### config.mk
export PLATFORM = sky130hd
export DESIGN_NAME = uart_rx
export DESIGN_NICKNAME = d
export VERILOG_FILES = /design/src/rtl/uart_rx.sv
export SDC_FILE = /design/constraint.sdc
export NUM_CORES = 1
export LEC_CHECK = 0
export ABC_AREA = 0
export BUFFER_PORTS_ARGS = -buffer_cell sky130_fd_sc_hd__buf_4
export CAP_MARGIN = 20
export CORE_ASPECT_RATIO = 0.7
export CORE_UTILIZATION = 35
export CTS_BUF_LIST = sky130_fd_sc_hd__clkbuf_8
export DETAILED_ROUTE_END_ITERATION = 16
export GPL_TIMING_DRIVEN = 0
export SLEW_MARGIN = 30
export SYNTH_ARGS = -nofsm -noshare
export SYNTH_HDL_FRONTEND = slang
export SYNTH_SLANG_ARGS = --single-unit
export TNS_END_PERCENT = 1
### constraint.sdc
create_clock -name clk -period 1.6 [get_ports clk]
set_input_delay 0.24 -clock clk [delete_from_list [all_inputs] [get_ports clk]]
set_output_delay 0.24 -clock clk [all_outputs]
set_load 0.01 [all_outputs]
### src/rtl/uart_rx.sv
// UART receiver: 8 data bits, LSB first, no parity, 1 stop bit.
// Oversamples a synchronised rx line on clk_en ticks and presents each good
// byte on a held output with a ready/clear handshake plus sticky error flags.
module uart_rx #(
    parameter int unsigned OVERSAMPLE = 16
) (
    input  logic       clk,
    input  logic       rst,
    input  logic       rx,
    input  logic       clk_en,
    input  logic       rdy_clr,
    output logic [7:0] data_output,
    output logic       rdy,
    output logic       frame_err,
    output logic       overrun,
    output logic       rx_busy
);

    localparam int unsigned CntW = $clog2(OVERSAMPLE);
    localparam logic [CntW-1:0] CntHalf = CntW'(OVERSAMPLE / 2 - 1);
    localparam logic [CntW-1:0] CntFull = CntW'(OVERSAMPLE - 1);

    typedef enum logic [1:0] {StIdle, StStart, StData, StStop} state_e;

    state_e          state_q, state_d;
    logic            rx_meta_q, rx_s_q;
    logic [CntW-1:0] cnt_q, cnt_d;
    logic [2:0]      bitpos_q, bitpos_d;
    logic [7:0]      shift_q, shift_d;
    logic            armed_q, armed_d;
    logic [7:0]      data_q, data_d;
    logic            rdy_q, rdy_d;
    logic            fe_q, fe_d;
    logic            ovr_q, ovr_d;
    logic            busy_q;

    // Two-flop synchroniser on the asynchronous line, idle-high at reset
    always_ff @(posedge clk) begin
        if (rst) begin
            rx_meta_q <= 1'b1;
            rx_s_q    <= 1'b1;
        end else begin
            rx_meta_q <= rx;
            rx_s_q    <= rx_meta_q;
        end
    end

    // FSM state register
    always_ff @(posedge clk) begin
        if (rst) begin
            state_q <= StIdle;
        end else begin
            state_q <= state_d;
        end
    end

    // FSM next-state logic; only advances on oversampling ticks
    always_comb begin
        state_d = state_q;
        if (clk_en) begin
            case (state_q)
                StIdle: begin
                    if (armed_q && !rx_s_q) state_d = StStart;
                end
                StStart: begin
                    // Mid start bit: a high line means the edge was a glitch
                    if (cnt_q == CntHalf) state_d = rx_s_q ? StIdle : StData;
                end
                StData: begin
                    if (cnt_q == CntFull && bitpos_q == 3'd7) state_d = StStop;
                end
                StStop: begin
                    // Leave at mid stop bit so back-to-back starts are caught
                    if (cnt_q == CntFull) state_d = StIdle;
                end
                default: state_d = StIdle;
            endcase
        end
    end

    // FSM outputs: counters, shift register, arming and handshake flags
    always_comb begin
        cnt_d    = cnt_q;
        bitpos_d = bitpos_q;
        shift_d  = shift_q;
        armed_d  = armed_q;
        data_d   = data_q;
        // Clear first so a set event later in this block wins
        rdy_d    = rdy_clr ? 1'b0 : rdy_q;
        fe_d     = rdy_clr ? 1'b0 : fe_q;
        ovr_d    = rdy_clr ? 1'b0 : ovr_q;
        if (clk_en) begin
            case (state_q)
                StIdle: begin
                    if (rx_s_q) begin
                        armed_d = 1'b1;
                    end else if (armed_q) begin
                        cnt_d = '0;
                    end
                end
                StStart: begin
                    if (cnt_q == CntHalf) begin
                        if (!rx_s_q) begin
                            cnt_d    = '0;
                            bitpos_d = 3'd0;
                        end
                    end else begin
                        cnt_d = cnt_q + CntW'(1);
                    end
                end
                StData: begin
                    if (cnt_q == CntFull) begin
                        shift_d[bitpos_q] = rx_s_q;
                        cnt_d             = '0;
                        if (bitpos_q != 3'd7) bitpos_d = bitpos_q + 3'd1;
                    end else begin
                        cnt_d = cnt_q + CntW'(1);
                    end
                end
                StStop: begin
                    if (cnt_q == CntFull) begin
                        cnt_d = '0;
                        if (rx_s_q) begin
                            data_d = shift_q;
                            rdy_d  = 1'b1;
                            if (rdy_q && !rdy_clr) ovr_d = 1'b1;
                        end else begin
                            // Disarm so a stuck-low line cannot look like a start
                            fe_d    = 1'b1;
                            armed_d = 1'b0;
                        end
                    end else begin
                        cnt_d = cnt_q + CntW'(1);
                    end
                end
                default: cnt_d = '0;
            endcase
        end
    end

    // Datapath and flag registers
    always_ff @(posedge clk) begin
        if (rst) begin
            cnt_q    <= '0;
            bitpos_q <= 3'd0;
            shift_q  <= 8'h00;
            armed_q  <= 1'b0;
            data_q   <= 8'h00;
            rdy_q    <= 1'b0;
            fe_q     <= 1'b0;
            ovr_q    <= 1'b0;
            busy_q   <= 1'b0;
        end else begin
            cnt_q    <= cnt_d;
            bitpos_q <= bitpos_d;
            shift_q  <= shift_d;
            armed_q  <= armed_d;
            data_q   <= data_d;
            rdy_q    <= rdy_d;
            fe_q     <= fe_d;
            ovr_q    <= ovr_d;
            busy_q   <= (state_q != StIdle);
        end
    end

    assign data_output = data_q;
    assign rdy         = rdy_q;
    assign frame_err   = fe_q;
    assign overrun     = ovr_q;
    assign rx_busy     = busy_q;

endmodule

==> impl_metrics.toml <==
[drt]
drt-pass1-iter-count = 10
drc = 2
drtIter0Drc = 67
avgRoutedWirePerCell_um = 14.1
totalWireLength_mm = 3.37
route.vias.total = 1291
final_antenna_net_count = 0
vias_per_cell = 5.42

[logic_synthesis]
synth_cell_types = 43
synth_seq_area_share_pct = 44.6
synthArstFlopShare_pct = 0
yosys.area.top_type = "dfxtp_1"
avgSynthCellArea_um2 = 8.77
synth_ff_type = "dfxtp_1"
yosysTopAreaCellShare_pct = 44.6
synth_cells = 164
syn-cell-area_mm2 = 0.00144
synth.area.top_cells = "dfxtp_1 (45%), nand2_1 (7.6%), a21oi_1 (5.9%), mux2i_1 (3.5%), ha_1 (2.6%)"
syn-num-nets = 172
synth-seq-cells = 32
synth_edf_count = 0
yosysWarningCount = 0

[critical_path]
reg2regPathDepth = 5
r2r-start = "cnt_q[0]$_SDFFE_PP0P_"
cp_max_fo = 8
critical_path.slowest_cell = "dfxtp_4"
r2r-end = "shift_q[6]$_SDFFE_PP0P_"
cp.arrival_ns = 1.80
worstPathBufferInverterCount = 0
path_delay_family = "simple AND/OR/NAND/NOR gates"
critPathKind = "flop to flop"
cp_cell_sequence = "ha_4, and3_2, nand3_1, nor3b_2, mux2i_1"
cp.required_ns = 1.79
rrSetupSlack_ns = -0.01
max_stage_delay_ns = 0.37
cp-end-kind = "flop"
critPathLaunchType = "flop"

[global_routing]
use_met2_pct = 22.9
overflow = 0
grt_max_degree = 11
use_met3_pct = 4.59
first_global_vias = 1189
grtUsageTotal_pct = 16.8
grt_use_met1_pct = 25.0
busiest_layer = "met1"
antenna_found_initial = 0
grt_pass1_wl_mm = 5.58

[worst_hold_path]
hold_start = "rdy_clr"
min_path_cells = 2
holdPathEnd = "overrun$_SDFF_PP0_"
worstHoldPathType = "input pin to flop"

[timing]
skew_ns = 0.00791
whs_ns = 0.138
slew_viol_final = 0
worstMarginPinSlew_ns = 0.543
finalHoldViolCount = 0
grt_setup_unrepaired = "yes"
finalSetupViolCount = 4
period_needed_ns = 1.61
max_clock_freq_mhz = 621
finalWorstSetupSlack_ns = -0.0113
slew_headroom_pct = 63.8
tns_ns = -0.0355
period_share_pct = 101

[clock_tree]
cts_tree = "built"
cts_buffer_depth = 2
cts_root_buf = "clkbuf_8"
cts_made_buffers = 5
clk_pin_slew_ns = 0.07
clock_latency_ns = 0.28
cts_max_level = 2
cts_sinks = 32
hold_buffers = 0

[floorplan]
ios = 17
die_area_mm2 = 0.00437
die_w_um = 78.6
design.core.area_mm2 = 0.00392
initial_core_util_pct = 36.7
fp-row-count = 19
die_height_um = 55.6

[placement]
dpl.hpwl_mm = 2.44
port_buffers = 15
place.gp.congestion = 0.850
postPlaceCellArea_mm2 = 0.00162

[pwr]
power_density_mw_per_mm2 = 848
ir_worst_vdd_uv = 577
leakagePower_nw = 0.649
total_power_mw = 1.49

[final_layout]
layout-drive-gt1-share_pct = 24.7
diodes = 0
final_nets = 193
fillers = 399
regArea_um2 = 648
multi_input_area_um2 = 785
layout_commonest_cell = "nand2_1"
design_area_mm2 = 0.00176
most-common-layout-cells = "nand2_1 (29), dfxtp_1 (28), buf_4 (16), a21oi_1 (16)"
syn2layout_area_growth_pct = 22.2

[run]
maxCapViolCount = 0

[outcome]
outcome = "complete, but fails checks"
violations = "design-rule violations, negative setup slack"
[synth_stat cells (2+ instances only)]
master      n
and3b_2     2
or3_1       2
o41ai_1     2
a2bb2oi_1   2
nand2_1    29
o22ai_1     2
ha_1        3
nand3_1     7
nor2_1      7
inv_1       5
nand4b_1    3
mux2i_1     5
o21ai_0     2
dfxtp_1    32
or2_2       2
or4_2       2
nand3b_1    3
nor3b_1     4
nand2_2     2
o311ai_0    2
a21oi_1    17
clkbuf_1    8
[worst max-delay path by stage]
stage | startpoint | end | slack (ns) | depth (start not counted)
final | cnt_q[0]$_SDFFE_PP0P_ | shift_q[6]$_SDFFE_PP0P_ | -0.01 | 5
after global routing | cnt_q[0]$_SDFFE_PP0P_ | shift_q[7]$_SDFFE_PP0P_ | -0.13 | 5
after CTS | cnt_q[0]$_SDFFE_PP0P_ | shift_q[4]$_SDFFE_PP0P_ | -0.009 | 5
after detailed placement | cnt_q[0]$_SDFFE_PP0P_ | data_output[5]$_SDFFE_PP0P_ | -0.18 | 6
after global placement | cnt_q[0]$_SDFFE_PP0P_ | data_output[0]$_SDFFE_PP0P_ | -0.12 | 6
after floorplan | cnt_q[0]$_SDFFE_PP0P_ | bitpos_q[0]$_SDFFE_PP0P_ | 0.006 | 5
[cell families after synthesis]
kind of cell | count (synthesis) | synth area share, %
muxes | 5 | 3.48
buffers and inverters | 14 | 3.74
and+or+nand+nor | 74 | 29.3
AOI/OAI and AO/OA | 36 | 16.3
DFF | 32 | 44.6
adders and majority gates | 3 | 2.61
[layout make-up]
type                            instances  area share, %
Sequential cell                        32           36.9
Buffer                                  8           1.99
Inverter                                5           1.07
Clock buffer                            6           4.70
Timing Repair Buffer                   15           6.41
Multi-Input combinational cell        118           44.7
Tap cell                               52           3.70
Clock inverter                          2          0.570
[flip-flops by register name, summed over array words and instances, names as in the netlist, 3 cells and up, named ones only]
register	count
bitpos_q	3
cnt_q	4
data_output	8
shift_q	8
[per-stage QoR]
stage / cells / utilization, % / setup WS [ns]
after floorplan: 164 / - / 0.00562
after global placement: 231 / 41.2 / -0.123
after detailed placement: 231 / 41.2 / -0.182
after CTS: 238 / 44.4 / -0.00934
after global routing: 238 / 44.8 / -0.129
final: 238 / 44.8 / -0.0113
[power breakdown]
part / total, mW / leakage [nW] / switching (mW) / internal, mW
clock: 0.634 / 0.0510 / 0.291 / 0.343
sequential: 0.805 / 0.261 / 0.00496 / 0.800
combinational: 0.0518 / 0.337 / 0.0345 / 0.0173
[per-layer routing]
layer	share of wire (%)	vias to the layer above	wire, um
met5	0	-	0
met4	0.89	0	30
met3	6.1	4	205
met2	43	36	1460
met1	50	616	1670
li1	-	635	-
[what timing repair did]
action                                 in CTS  in global routing
endpoints found under the hold margin       0                  0
gates resized for setup                     8                 10
pin swaps                                   0                  3
setup buffers                               0                  0
setup endpoints to repair                  25                 26
[worst reg2reg max path: cells and delay by family, from the launching register on]
kind	cells	cell delay, ns
muxes	1	0.26
adders and majority gates	1	0.18
DFF	1	0.37
and+or+nand+nor	3	0.71
Power figures use the tool's default switching activity.
